--- config.mk ---
export PLATFORM = sky130hd
export DESIGN_NAME = sdram_frame_addr_gen_flat
export DESIGN_NICKNAME = d
export VERILOG_FILES = /design/src/rtl/sdram_frame_addr_gen_if.sv /design/src/rtl/sdram_frame_addr_gen.sv /design/src/flat_wrapper.sv
export SDC_FILE = /design/constraint.sdc
export NUM_CORES = 1
export LEC_CHECK = 0
export ABC_AREA = 1
export ABC_CLOCK_PERIOD_IN_PS = 2500
export CAP_MARGIN = 20
export CELL_PAD_IN_SITES_DETAIL_PLACEMENT = 1
export CELL_PAD_IN_SITES_GLOBAL_PLACEMENT = 2
export CORE_ASPECT_RATIO = 1.1
export CORE_MARGIN = 1.5
export CORE_UTILIZATION = 32
export CTS_CLUSTER_DIAMETER = 50
export DETAILED_ROUTE_END_ITERATION = 12
export PLACE_DENSITY_LB_ADDON = 0.3
export SLEW_MARGIN = 20
export SYNTH_ARGS = -nofsm -noshare
export SYNTH_HDL_FRONTEND = slang
export SYNTH_SLANG_ARGS = --single-unit
--- constraint.sdc ---
create_clock -name clk -period 2.5 [get_ports clk]
set_input_delay 0.75 -clock clk [delete_from_list [all_inputs] [get_ports clk]]
set_output_delay 0.75 -clock clk [all_outputs]
set_load 0.005 [all_outputs]
--- src/rtl/sdram_frame_addr_gen_if.sv ---
// Burst request bundle between a frame address generator and its FIFO/SDRAM side.
// master: the generator; slave: the environment (bank switcher, FIFO, SDRAM controller).
interface sdram_frame_addr_gen_if #(
  parameter int unsigned BANK_W = 2,
  parameter int unsigned OFS_W  = 20,
  parameter int unsigned LEN_W  = 9
);
  logic                      load;
  logic [BANK_W-1:0]         bank;
  logic                      fifo_ready;
  logic                      burst_req;
  logic [BANK_W+OFS_W-1:0]   burst_addr;
  logic [LEN_W-1:0]          burst_len;
  logic                      burst_ack;
  logic                      burst_done;
  logic                      frame_done;
  logic                      busy;

  modport master (
    input  load, bank, fifo_ready, burst_ack, burst_done,
    output burst_req, burst_addr, burst_len, frame_done, busy
  );

  modport slave (
    output load, bank, fifo_ready, burst_ack, burst_done,
    input  burst_req, burst_addr, burst_len, frame_done, busy
  );
endinterface

--- src/rtl/sdram_frame_addr_gen.sv ---
// Per-port SDRAM frame address generator: on load, walks one frame of a bank
// in bursts of up to BURST_LEN words, then holds frame_done until the next load.
module sdram_frame_addr_gen #(
  parameter int unsigned BANK_W      = 2,
  parameter int unsigned OFS_W       = 20,
  parameter int unsigned FRAME_WORDS = 307200,
  parameter int unsigned BURST_LEN   = 256,
  parameter int unsigned LEN_W       = 9
) (
  input  logic clk,
  input  logic rst,
  sdram_frame_addr_gen_if.master bus
);
  localparam int unsigned WD_W = $clog2(FRAME_WORDS + 1);

  typedef enum logic [2:0] {IDLE, WAIT_DATA, REQ, XFER, DONE} state_t;

  state_t                  state, state_nxt;
  logic [BANK_W-1:0]       cur_bank, cur_bank_nxt;
  logic [BANK_W-1:0]       pend_bank, pend_bank_nxt;
  logic                    load_pend, load_pend_nxt;
  logic [WD_W-1:0]         words_done, words_done_nxt, words_sum;
  logic                    req_nxt, fd_nxt, busy_nxt;
  logic [BANK_W+OFS_W-1:0] addr_nxt;
  logic [LEN_W-1:0]        len_nxt, len;
  logic [31:0]             rem;
  logic                    restart, last;

  assign rem       = FRAME_WORDS - 32'(words_done);
  assign len       = (rem < BURST_LEN) ? LEN_W'(rem) : LEN_W'(BURST_LEN);
  assign words_sum = words_done + WD_W'(bus.burst_len);
  assign last      = (32'(words_sum) == FRAME_WORDS);
  // A load arriving with burst_done is applied directly, beating any older pending load
  assign restart   = bus.load || load_pend;

  always_ff @(posedge clk or posedge rst) begin
    if (rst) state <= IDLE;
    else     state <= state_nxt;
  end

  always_comb begin
    state_nxt = state;
    case (state)
      IDLE, DONE: if (bus.load) state_nxt = WAIT_DATA;
      WAIT_DATA:  if (!bus.load && bus.fifo_ready) state_nxt = REQ;
      REQ:        if (bus.burst_ack) state_nxt = XFER;
      XFER:       if (bus.burst_done) state_nxt = (!restart && last) ? DONE : WAIT_DATA;
      default:    state_nxt = IDLE;
    endcase
  end

  always_comb begin
    cur_bank_nxt   = cur_bank;
    pend_bank_nxt  = pend_bank;
    load_pend_nxt  = load_pend;
    words_done_nxt = words_done;
    req_nxt        = bus.burst_req;
    addr_nxt       = bus.burst_addr;
    len_nxt        = bus.burst_len;
    fd_nxt         = bus.frame_done;
    case (state)
      IDLE, DONE, WAIT_DATA: begin
        if (bus.load) begin
          cur_bank_nxt   = bus.bank;
          words_done_nxt = '0;
          fd_nxt         = 1'b0;
          load_pend_nxt  = 1'b0;
        end else if (state == WAIT_DATA && bus.fifo_ready) begin
          req_nxt  = 1'b1;
          addr_nxt = {cur_bank, OFS_W'(words_done)};
          len_nxt  = len;
        end
      end
      REQ: begin
        if (bus.load) begin
          load_pend_nxt = 1'b1;
          pend_bank_nxt = bus.bank;
        end
        if (bus.burst_ack) req_nxt = 1'b0;
      end
      XFER: begin
        if (bus.burst_done) begin
          if (restart) begin
            cur_bank_nxt   = bus.load ? bus.bank : pend_bank;
            words_done_nxt = '0;
            load_pend_nxt  = 1'b0;
          end else begin
            words_done_nxt = words_sum;
            fd_nxt         = last;
          end
        end else if (bus.load) begin
          load_pend_nxt = 1'b1;
          pend_bank_nxt = bus.bank;
        end
      end
      default: ;
    endcase
    busy_nxt = (state_nxt == REQ) || (state_nxt == XFER);
  end

  always_ff @(posedge clk or posedge rst) begin
    if (rst) begin
      cur_bank       <= '0;
      pend_bank      <= '0;
      load_pend      <= 1'b0;
      words_done     <= '0;
      bus.burst_req  <= 1'b0;
      bus.burst_addr <= '0;
      bus.burst_len  <= '0;
      bus.frame_done <= 1'b0;
      bus.busy       <= 1'b0;
    end else begin
      cur_bank       <= cur_bank_nxt;
      pend_bank      <= pend_bank_nxt;
      load_pend      <= load_pend_nxt;
      words_done     <= words_done_nxt;
      bus.burst_req  <= req_nxt;
      bus.burst_addr <= addr_nxt;
      bus.burst_len  <= len_nxt;
      bus.frame_done <= fd_nxt;
      bus.busy       <= busy_nxt;
    end
  end
endmodule

--- src/flat_wrapper.sv ---
// flat-port wrapper written by rule: the top's interface ports become plain ports
module sdram_frame_addr_gen_flat 
#(
  parameter int unsigned BANK_W      = 2,
  parameter int unsigned OFS_W       = 20,
  parameter int unsigned FRAME_WORDS = 307200,
  parameter int unsigned BURST_LEN   = 256,
  parameter int unsigned LEN_W       = 9
)
  (clk, rst, bus_load, bus_bank, bus_fifo_ready, bus_burst_ack, bus_burst_done, bus_burst_req, bus_burst_addr, bus_burst_len, bus_frame_done, bus_busy);
  sdram_frame_addr_gen_if #(.BANK_W(BANK_W), .OFS_W(OFS_W), .LEN_W(LEN_W)) bus_i ();
  input  logic clk;
  input  logic rst;
  input wire logic [$bits(bus_i.load)-1:0] bus_load;
  input wire logic [$bits(bus_i.bank)-1:0] bus_bank;
  input wire logic [$bits(bus_i.fifo_ready)-1:0] bus_fifo_ready;
  input wire logic [$bits(bus_i.burst_ack)-1:0] bus_burst_ack;
  input wire logic [$bits(bus_i.burst_done)-1:0] bus_burst_done;
  output wire logic [$bits(bus_i.burst_req)-1:0] bus_burst_req;
  output wire logic [$bits(bus_i.burst_addr)-1:0] bus_burst_addr;
  output wire logic [$bits(bus_i.burst_len)-1:0] bus_burst_len;
  output wire logic [$bits(bus_i.frame_done)-1:0] bus_frame_done;
  output wire logic [$bits(bus_i.busy)-1:0] bus_busy;
  assign bus_i.load = bus_load;
  assign bus_i.bank = bus_bank;
  assign bus_i.fifo_ready = bus_fifo_ready;
  assign bus_i.burst_ack = bus_burst_ack;
  assign bus_i.burst_done = bus_burst_done;
  assign bus_burst_req = bus_i.burst_req;
  assign bus_burst_addr = bus_i.burst_addr;
  assign bus_burst_len = bus_i.burst_len;
  assign bus_frame_done = bus_i.frame_done;
  assign bus_busy = bus_i.busy;
  sdram_frame_addr_gen #(.BANK_W(BANK_W), .OFS_W(OFS_W), .FRAME_WORDS(FRAME_WORDS), .BURST_LEN(BURST_LEN), .LEN_W(LEN_W)) u_core (.clk(clk), .rst(rst), .bus(bus_i));
endmodule
== After elaboration in Yosys (flattened, before gate mapping) ==
Cells that the tools add are included.
Word-level totals
  flip-flop bits (word level): 60
Operators by class
  multiplexer cells: 30
  reductions and logical operators: 21
  magnitude comparators: 1
  eq/ne operators: 16
  bitwise operators: 1
  $add $sub $neg: 2
Operators by type and width (number)
  2-to-1 mux 19 bit: 3
  one-hot mux 19 bit (2 select lines): 1
  < comparator 32 x 9 -> 1 bit (second input constant): 1
  subtractor 19 x 19 -> 20 bit (first input constant): 1
  adder 19 x 9 -> 19 bit: 1
  == test 19 bit (second input constant): 1
  2-to-1 mux 3 bit: 5
  == test 3 x 2 -> 1 bit (second input constant): 4
  != test 2 bit (second input constant): 6
  one-hot mux 3 bit (4 select lines): 1
  AND reduction 4 bit: 3
  2-to-1 mux 2 bit: 5
  2-to-1 mux 1 bit: 9
  2-to-1 mux 9 bit: 1
  AND reduction 3 bit: 3
  one-hot mux 2 bit (2 select lines): 2
  nonzero test 2 bit: 3
  != test 2 x 1 -> 1 bit (second input constant): 2
  one-hot mux 1 bit (2 select lines): 2
  == test 3 x 1 -> 1 bit (second input constant): 1
  == test 3 bit (second input constant): 1
  logical AND 1 bit: 3
  logical NOT 3 bit: 1
  != test 3 x 2 -> 1 bit (second input constant): 1
  other kinds (8): 10

== Depth between registers and ports, before layout ==
Gate-level depths: netlist of run 1.
  depth in word-level cells: 8
  mapped depth: 17

== Least setup slack after synthesis of run 1 ==
OpenSTA, ideal clock, no wires.
  path type: register to register
  from: register u_core.bus.burst_len[0]
  to: register u_core.state[0]
  period minus slack after synthesis: 2.034 ns
  buffers on the path: 0
  stages on the path, launching flop included: 18
  arrival: 1.913 ns
  setup time: 0.121 ns
  slack: 0.466 ns
  path through: dfrtp_1 > ha_1 > inv_1 > fa_1 > inv_1 > nand3_1 > nand2_1 > nand2_1 > nand2_1 > nand2_1 > nand2_1 > nand2_1 > nand2_2 > nand3_2 > nor2_2 > nand3_1 > nand2_1 > nand2_1
On the way
  longest elaborated chain between the ends: 6
RTL lines
  start: declaration: line sdram_frame_addr_gen_if.sv:21  | output burst_req, burst_addr, burst_len, frame_done, busy
  start signal: assignment: line sdram_frame_addr_gen.sv:119  | bus.burst_len <= len_nxt;
  adder 19 x 9 -> 19 bit: line sdram_frame_addr_gen.sv:31  | assign words_sum = words_done + WD_W'(bus.burst_len);
  == test 19 bit: line sdram_frame_addr_gen.sv:32  | assign last = (32'(words_sum) == FRAME_WORDS);
  logical AND 1 bit: line sdram_frame_addr_gen.sv:47  | XFER: if (bus.burst_done) state_nxt = (!restart && last) ? DONE : WAIT_DATA;
  2-to-1 mux 3 bit (2 in a row): line sdram_frame_addr_gen.sv:47
  one-hot mux 3 bit (4 select lines): line sdram_frame_addr_gen.sv:43  | case (state)
  net u_core.state_nxt[0]: line sdram_frame_addr_gen.sv:18  | state_t state, state_nxt;
  end signal: assignment: line sdram_frame_addr_gen.sv:38  | else state <= state_nxt;
  end: declaration: line sdram_frame_addr_gen.sv:18
The timed path passes the listed nets, and every way through them passes these cells.
A chain may end at the register's enable or synchronous reset.

== Final worst setup path of run 1 ==
  from: register u_core.words_done[0]
  to: register u_core.state[0]
On the way
  longest elaborated chain between the ends: 6
RTL lines
  start: declaration: line sdram_frame_addr_gen.sv:22  | logic [WD_W-1:0] words_done, words_done_nxt, words_sum;
  start signal: assignment: line sdram_frame_addr_gen.sv:116  | words_done <= words_done_nxt;
  adder 19 x 9 -> 19 bit: line sdram_frame_addr_gen.sv:31
  == test 19 bit: line sdram_frame_addr_gen.sv:32
  logical AND 1 bit: line sdram_frame_addr_gen.sv:47
  2-to-1 mux 3 bit (2 in a row): line sdram_frame_addr_gen.sv:47
  one-hot mux 3 bit (4 select lines): line sdram_frame_addr_gen.sv:43
  net u_core.state_nxt[0]: line sdram_frame_addr_gen.sv:18
The timed path passes the listed nets, and every way through them passes these cells.

==> out/metrics.cfg, run 1 <==
[synth]
yosysSeqAreaShare=0.386
synthesis.nets=576
synth_area_leaders=dfrtp_1 39%, nand2_1 19%, inv_1 6.0%
yosys.area.top_type=dfrtp_1
synthCells=557
synth_cell_types=37
synth.top_cell.area_share=0.386
ys_warn_count=0
ys_ff_latch=60
netlist_area_mm2=0.00388
avgSynthCellArea_um2=6.97

[sta]
fin_crit_ns=2.37
finalCritPeriodShare=0.950
hold_violations=0
finClkSkew_ns=0.00682
clock.fmax_ghz=0.421
setup_viol=0
maxSlewViolCount=0

[finish]
multi_input_area_mm2=0.00210
final_util=0.409
nFillCells=1517
areaGrowthSynthToFinish_pct=25.7
finalNetCount=632
seq_area_mm2=0.00150
layout-drive-gt1-share=0.138
antenna_cells=0
stdcell_count=772

[global_routing]
grt_first_pass_wirelength_um=22200
grt_use_total=0.226
antenna_found_initial=0
grt_overflow=0
grt_pass1_vias=4169
grt_max_degree=61

[setup_path]
crit_buf_inv=1
crit_top_cell=nand2_1
cp.required_ns=2.72
critPathTopFamily=simple AND/OR/NAND/NOR gates
crit_chain=ha_1, inv_1, fa_2, nand2_1, a21oi_1, nand3_1, nor2_1, nand2_1, nor2_1, nand3_1, nor2_4, nand3_1, nand2_1, nand2_1
arrival_ns=2.60
setup.worst_path.end_class=flip-flop
slowest_delay_ns=0.56
cpMaxStageDelayCell=fa_2
cp_max_fo=3
worstSetupPathType=flip-flop to flip-flop
cp-start-kind=flip-flop

[route]
drtAntennaViolNets=0
wl_per_cell_um=17.5
drt-initial-drc-count=106
via_count=3883
dr.pass1.iters=4
vias_per_cell=5.03
routed_wl_um=13500
drc=0

[clock_network]
clock_path_buffers=2
clock_latency_ns=0.34
clk_pin_slew_ns=0.05
cts_tree=yes
clock-sinks=60
cts_hold_buf=0
htree_levels=3
cts_buffers=9
cts-root-buf=clkbuf_16

[pwr]
combPwrFrac=0.280
seq_power_share=0.355
clock_power_share=0.365
p_int_w=0.00210
p_sw_w=0.00113
switching_share=0.349
p_per_area_mw_per_mm2=660
p_leak_nw=2.48
ir_drop_uv=408

[die]
coreArea_mm2=0.0119
start_util=0.326
die_w_um=108
row_count=42
die_y_um=119
die_area_mm2=0.0128
io_pins=42

[place]
hpwlAfterDp_um=10100
gp_congestion=0.856
portBuffers=40
place_inst=752

[hold_path]
hp-class=flip-flop to flip-flop

[run_status]
status=finished clean

[flow_run]
maxCapViolCount=0

metal layers:
metal	track usage	share of wire	vias to the layer above
met3	0.0436	0.035	12
met4	0.0584	0.012	0
li1	-	-	1895
met5	0	0	-
met1	0.285	0.45	1914
met2	0.391	0.50	62
repair_timing:
item | CTS | global route
resized for setup | 4 | 11
setup buffers | 1 | 2
pin swaps | 1 | 2
endpoints found under the setup margin | 6 | 12
gates cloned | 0 | 1
layout by cell type, fill, tap and decap left out, drive strengths merged, types with 2 or more instances in the layout:
cell and n:
a21oi 12, a31oi 3, buf 16, clkbuf 11, clkdlybuf4s50 40, clkinv 6
dfrtp 60, ha 10, inv 73, nand2 197, nand3 47, nand4 15
nor2 49, nor3 9, nor4 4, o21ai 35, o22ai 9, or2 2
xor2 11
power by group through the flow:
stage / sequential, W / clock, W / combinational [W]
after floorplan: 0.00114 / 0 / 0.000526
after global placement: 0.00116 / 0 / 0.000866
after detailed placement: 0.00116 / 0 / 0.000886
after CTS: 0.00114 / 0.00119 / 0.000899
after global routing: 0.00115 / 0.00123 / 0.00102
final: 0.00114 / 0.00118 / 0.000902
synth_stat cells:
library cell and count:
nand2_4 1, dfrtp_1 60, o211ai_1 1, nand2_2 4, and2_1 1, o22ai_1 9, o21ai_0 35, conb_1 1
ha_1 10, xor2_1 11, nor2_2 7, o31ai_1 1, nor2_4 3, a21oi_2 1, clkinv_4 1, fa_1 1
a31oi_1 3, xnor2_1 1, nand3_2 4, o32ai_1 1, nand4_1 15, buf_2 3, nand2_1 192, nor3_2 3
nand3_1 43, or2_1 2, clkinv_2 1, nor4_1 3, a21oi_1 11, nor3_1 6, buf_4 2, inv_2 11
a21boi_2 1, clkbuf_1 7, nor4_2 1, nor2_1 38, inv_1 62
state kept, by name, indices dropped and copies added (netlist names):
signal	count
u_core.words_done	19
u_core.bus.burst_len	9
u_core.state	3
u_core.bus.burst_addr	21
u_core.pend_bank	2
u_core.load_pend	1
u_core.bus.burst_req	1
u_core.bus.frame_done	1
u_core.cur_bank	2
u_core.bus.busy	1
worst paths after layout:
| kind | depth (start not counted) | end | slack (ns) | start |
|---|---|---|---|---|
| hold reg to reg | 2 | u_core.bus.burst_addr[21] | 0.48 | u_core.bus.burst_addr[21] |
| min in group asynchronous | 3 | u_core.bus.burst_len[1] | 0.78 | rst |
| max in group asynchronous | 3 | u_core.words_done[5] | 1.41 | rst |
| setup reg to reg | 14 | u_core.state[0] | 0.13 | u_core.words_done[0] |
| hold / removal | 2 | u_core.bus.burst_addr[21] | 0.48 | u_core.bus.burst_addr[21] |
| setup / recovery | 14 | u_core.state[0] | 0.13 | u_core.words_done[0] |
cell families after synthesis:
group | Yosys count | synth area share
compound gates | 63 | 0.0899
flops | 60 | 0.386
buf+inv | 87 | 0.0886
fa+ha+maj | 11 | 0.0374
simple gates | 323 | 0.370
other cells | 1 | 0.000965
xor+xnor | 12 | 0.0271
area by class of cell:
type,instances,area share
inverter,75,0.0589
tap,154,0.0395
sequential,60,0.308
timing repair buffer,56,0.109
clock inverter,5,0.00564
clock buffer,11,0.0497
multi-input combinational,411,0.429
per-stage QoR:
step           hold slack (ns)  TNS (ns)  setup slack (ns)  cell area, um2  power (W)
3_3_place_gp             0.460         0            0.0385            4540    0.00202
6_report                 0.477         0             0.125            4880    0.00322
5_1_grt                  0.513   -0.0488           -0.0288            4880    0.00341
2_1_floorplan            0.450         0             0.265            3880    0.00167
4_1_cts                  0.485         0            0.0520            4820    0.00323
3_5_place_dp             0.470   -0.0622           -0.0499            4540    0.00204
tightest hold or removal path: stages (launching register included):
cell and delay, ns:
dfrtp_1 0.34, nand2_1 0.06, nand2_1 0.05
(Power assumes the default switching activity.)
==> inputs of run 2 (changes only) <==
--- a/config.mk
+++ b/config.mk
@@ -8,11 +8,11 @@
 export ABC_AREA = 1
 export ABC_CLOCK_PERIOD_IN_PS = 2500
 export CAP_MARGIN = 20
-export CELL_PAD_IN_SITES_DETAIL_PLACEMENT = 1
-export CELL_PAD_IN_SITES_GLOBAL_PLACEMENT = 2
+export CELL_PAD_IN_SITES_DETAIL_PLACEMENT = 0
+export CELL_PAD_IN_SITES_GLOBAL_PLACEMENT = 1
 export CORE_ASPECT_RATIO = 1.1
 export CORE_MARGIN = 1.5
-export CORE_UTILIZATION = 32
+export CORE_UTILIZATION = 41
 export CTS_CLUSTER_DIAMETER = 50
 export DETAILED_ROUTE_END_ITERATION = 12
 export PLACE_DENSITY_LB_ADDON = 0.3
==> run 2 against run 1 <==
Compared with the run above:
- cell area is 3.6% lower
- clock power is 21% lower
- combinational power is 9.0% lower
- wire length is 24% lower
==> out/metrics.cfg, run 2 (synthesis gave the netlist of run 1 again) <==
[run_status]
status=finished clean

[global_routing]
antenna_found_initial=0
grt_overflow=0
grt_pass1_vias=3611
grt_use_total=0.227
grt_first_pass_wirelength_um=17700
grt_max_degree=61

[die]
die_y_um=105
start_util=0.418
coreArea_mm2=0.00931
die_w_um=95.8
row_count=37
io_pins=42
die_area_mm2=0.0101

[sta]
fin_crit_ns=2.34
fin_ws_ns=0.158
tns_ns=0
rsz0062_at_grt=false
maxSlewViolCount=0
finalCritPeriodShare=0.937
hold_slack_ns=0.476
hold_violations=0
clock.fmax_ghz=0.427
setup_viol=0
finClkSkew_ns=0.0120

[clock_network]
cts_tree=yes
clk_pin_slew_ns=0.07
clock_path_buffers=2
cts_hold_buf=0
clock-sinks=60
cts_buffers=9
htree_levels=3
cts-root-buf=clkbuf_8
clock_latency_ns=0.34

[pwr]
fin_total_pwr_w=0.00289
clock_power_share=0.323
seq_power_share=0.393
p_leak_nw=2.41
p_sw_w=0.000959
p_int_w=0.00193
combPwrFrac=0.284
p_per_area_mw_per_mm2=614
ir_drop_uv=466
switching_share=0.332

[setup_path]
regToRegStartpoint=u_core.words_done[1]
worstSetupPathType=flip-flop to flip-flop
arrival_ns=2.62
r2r_end=u_core.bus.burst_len[3]
setup.worst_path.end_class=flip-flop
cp.required_ns=2.78
reg2reg_depth=11
rrSetupSlack_ns=0.16
cp-start-kind=flip-flop
cp_max_fo=9
startpoint=u_core.words_done[1]

[place]
portBuffers=40
gp_congestion=0.890
preCtsSetupSlack_ns=0.118
hpwlAfterDp_um=7820
placed_area_mm2=0.00448

[finish]
largest_register_ffs=21
final_cell_mix=191 x nand2_1, 61 x inv_1, 60 x dfrtp_1
antenna_cells=0
multi_input_area_mm2=0.00205
layout-drive-gt1-share=0.114
finalNetCount=628
final_cell_area_mm2=0.00471
final_common_cell=nand2_1
regMostFlops=u_core.bus.burst_addr
areaGrowthSynthToFinish_pct=21.1
seq_area_mm2=0.00150
reg_top3=u_core.bus.burst_addr x21, u_core.words_done x19, u_core.bus.burst_len x9
nFillCells=969

[hold_path]
hold_depth=2
holdPathEnd=u_core.bus.burst_addr[20]
hp-class=flip-flop to flip-flop
worstHoldStart=u_core.bus.burst_addr[20]

[route]
drt-initial-drc-count=231
drc=0
drtAntennaViolNets=0
vias_per_cell=5.19
via_count=3792
dr.pass1.iters=6
wl_per_cell_um=14.1
routed_wl_um=10300

[flow_run]
maxCapViolCount=0

[run 2: layer usage]
metal  up-vias  part of all wire  wire [um]  track usage
li1       1893                 -          -            -
met1      1744              0.46       4720        0.305
met2       130              0.46       4780        0.359
met3        25             0.052        534       0.0357
met4         0             0.026        265       0.0935
met5         -                 0          0            0
[run 2: worst max-delay path, cell delays in order, from the launching register on]
cell     delay, ns
dfrtp_1       0.39
inv_1         0.22
ha_1          0.24
nand3_1       0.16
nor2_2        0.26
nand2_1       0.12
xor2_1        0.16
a21oi_1       0.12
nand2_1       0.11
nor2_4        0.24
nand4_1       0.17
nand2_1       0.09
[run 2: how the worst max path moves through the flow]
stage	end	cells after the start
after floorplan	u_core.bus.burst_addr[0]	1
after global placement	u_core.bus.burst_len[3]	11
after detailed placement	u_core.bus.burst_len[3]	11
after CTS	u_core.bus.burst_len[3]	11
after global routing	u_core.state[2]	16
final	u_core.bus.burst_len[3]	11
[run 2: power groups by stage]
stage	logic [W]	registers, W	clock network, W
after floorplan	0.000526	0.00114	0
after global placement	0.000821	0.00115	0
after detailed placement	0.000828	0.00115	0
after CTS	0.000831	0.00113	0.000951
after global routing	0.000936	0.00114	0.00100
final	0.000821	0.00113	0.000932
[run 2: cell type report]
class / instances / share of cell area
Timing Repair Buffer: 53 / 0.108
Clock buffer: 12 / 0.0351
Clock inverter: 3 / 0.00957
Inverter: 75 / 0.0612
Sequential cell: 60 / 0.319
Tap cell: 117 / 0.0311
Multi-Input combinational cell: 410 / 0.436
[run 2: timing repair]
item                                    CTS  global route
endpoints found under the setup margin    0            10
setup buffers                             0             2
resized for setup                         0             2
[run 2: stage by stage]
stage                      util  std cells
after detailed placement  0.481        713
after CTS                 0.504        728
final                     0.506        730
after global placement    0.481        713
after global routing      0.506        730
after floorplan               -        557
==> inputs of run 3 (changes only) <==
--- a/config.mk
+++ b/config.mk
@@ -6,11 +6,10 @@
 export NUM_CORES = 1
 export LEC_CHECK = 0
 export ABC_AREA = 1
-export ABC_CLOCK_PERIOD_IN_PS = 2500
 export CAP_MARGIN = 20
 export CELL_PAD_IN_SITES_DETAIL_PLACEMENT = 0
 export CELL_PAD_IN_SITES_GLOBAL_PLACEMENT = 1
-export CORE_ASPECT_RATIO = 1.1
+export CORE_ASPECT_RATIO = 0.5
 export CORE_MARGIN = 1.5
 export CORE_UTILIZATION = 41
 export CTS_CLUSTER_DIAMETER = 50
==> run 3 against run 2 <==
Compared with the run above:
- clock skew shrank 0.0062 ns
- die area is 0.35% higher
- core utilization up 4.0 points
- global-route usage rose by 1.4 points
- cell count is 0.27% higher
- highest routed layer unchanged
- hold slack improved by 0.0019 ns
- critical endpoint is now u_core.state[2]
- sequential power barely moved
- count of clock-buffer cells in the layout is 2 lower
- power up 16%
- cell area up 3.7%
- first-iteration DRC count up 51%
==> out/metrics.cfg, run 3 (synthesis gave the netlist of run 1 again) <==
[die]
start_util=0.434
io_pins=42
coreArea_mm2=0.00895
die_w_um=141
row_count=24
die_area_mm2=0.0101
die_y_um=71.8

[setup_path]
r2r_end=u_core.state[2]
cp.required_ns=2.77
regToRegStartpoint=u_core.bus.burst_len[0]
crit_chain=ha_1, inv_1, fa_2, nand2_1, a21oi_1, nand3_1, nor2_2, nand2_1, nor2_1, nand3_1, nor2_4, nand3_2, a21oi_2
cp-start-kind=flip-flop
setup.worst_path.end_class=flip-flop
cpMaxStageDelayCell=fa_2
startpoint=u_core.bus.burst_len[0]
crit_buf_inv=1
arrival_ns=2.53
rrSetupSlack_ns=0.24
reg2reg_depth=13
worstSetupPathType=flip-flop to flip-flop
slowest_delay_ns=0.54
cp_max_fo=2
critPathTopFamily=simple AND/OR/NAND/NOR gates

[sta]
fin_crit_ns=2.26
finClkSkew_ns=0.00579
tns_ns=0
rsz0062_at_grt=false
clock.fmax_ghz=0.442
setup_viol=0
maxSlewViolCount=0
hold_violations=0
finalCritPeriodShare=0.906
hold_slack_ns=0.478

[global_routing]
grt_overflow=0
grt_use_total=0.241
grt_max_degree=50
antenna_found_initial=0
grt_first_pass_wirelength_um=18800
grt_pass1_vias=3800

[hold_path]
holdPathEnd=u_core.bus.burst_addr[20]
hold_depth=2
hp-class=flip-flop to flip-flop
worstHoldStart=u_core.bus.burst_addr[20]

[route]
drtAntennaViolNets=0
drt-initial-drc-count=349
dr.pass1.iters=5
routed_wl_um=11000
vias_per_cell=5.19
via_count=3801
wl_per_cell_um=15.1
drc=0

[finish]
finalNetCount=629
areaGrowthSynthToFinish_pct=25.6
seq_area_mm2=0.00150
multi_input_area_mm2=0.00208
largest_register_ffs=21
final_common_cell=nand2_1
reg_top3=u_core.bus.burst_addr x21, u_core.words_done x19, u_core.bus.burst_len x9
regMostFlops=u_core.bus.burst_addr
layout-drive-gt1-share=0.128
nFillCells=875
final_util=0.545
antenna_cells=0
final_cell_mix=190 x nand2_1, 60 x inv_1, 60 x dfrtp_1

[clock_network]
clock-sinks=60
clock_path_buffers=2
clk_pin_slew_ns=0.05
clock_latency_ns=0.34
cts_hold_buf=0
cts-root-buf=clkbuf_16
cts_buffers=9
htree_levels=3
cts_tree=yes

[pwr]
clock_power_share=0.406
seq_power_share=0.340
p_int_w=0.00231
p_leak_nw=2.48
combPwrFrac=0.254
switching_share=0.307
p_per_area_mw_per_mm2=684
p_sw_w=0.00102
ir_drop_uv=400

[place]
hpwlAfterDp_um=8470
gp_congestion=0.915
portBuffers=40

[run_status]
status=finished clean

[flow_run]
maxCapViolCount=0

==> run 3: worst max-delay path by stage <==
stage                                           to  slack [ns]  depth (start not counted)
after floorplan           u_core.bus.burst_addr[0]        0.27                          1
after global routing               u_core.state[2]        0.02                         14
final                              u_core.state[2]        0.24                         13
after CTS                          u_core.state[2]       0.005                         14
after global placement             u_core.state[2]        0.04                         14
after detailed placement           u_core.state[0]        0.03                         15
==> run 3: cell type report <==
class	instances	share of cell area
timing repair buffer	54	0.111
sequential	60	0.308
tap	117	0.0300
clock buffer	10	0.0490
clock inverter	6	0.0179
inverter	75	0.0590
multi-input combinational	410	0.425
==> run 3: worst reg2reg max path, cell delays in order (launching register included) <==
cell and delay [ns]:
dfrtp_1 0.35, ha_1 0.17, inv_1 0.06, fa_2 0.54, nand2_1 0.07, a21oi_1 0.15, nand3_1 0.12, nor2_2 0.10
nand2_1 0.06, nor2_1 0.08, nand3_1 0.11, nor2_4 0.16, nand3_2 0.11, a21oi_2 0.13
==> run 3: power by group through the flow <==
stage	Combinational, W	Sequential, W	Clock [W]
finish	0.000847	0.00113	0.00136
global placement	0.000849	0.00115	0
floorplan	0.000526	0.00114	0
CTS	0.000858	0.00114	0.00138
detailed placement	0.000855	0.00115	0
global route	0.000964	0.00115	0.00141
==> run 3: routing by layer <==
metal	GRT usage	share of wire	wire length (um)
met5	0	0	0
met4	0.0602	0.015	166
met3	0.0528	0.049	540
met2	0.392	0.44	4890
met1	0.331	0.49	5430
==> run 3: stage by stage <==
stage	instance area (um2)	cells	power, W	setup WS (ns)
floorplan	3880	557	0.00167	0.265
global placement	4510	714	0.00200	0.0372
detailed placement	4510	714	0.00200	0.0304
CTS	4830	730	0.00337	0.00504
global route	4880	732	0.00353	0.0155
finish	4880	732	0.00334	0.236
==> run 3: what timing repair did <==
| action | in CTS | in global routing |
|---|---|---|
| endpoints found under the setup margin | 0 | 5 |
| gates resized for setup | 0 | 10 |
| endpoints found under the hold margin | 0 | 0 |
| setup buffers | 0 | 2 |
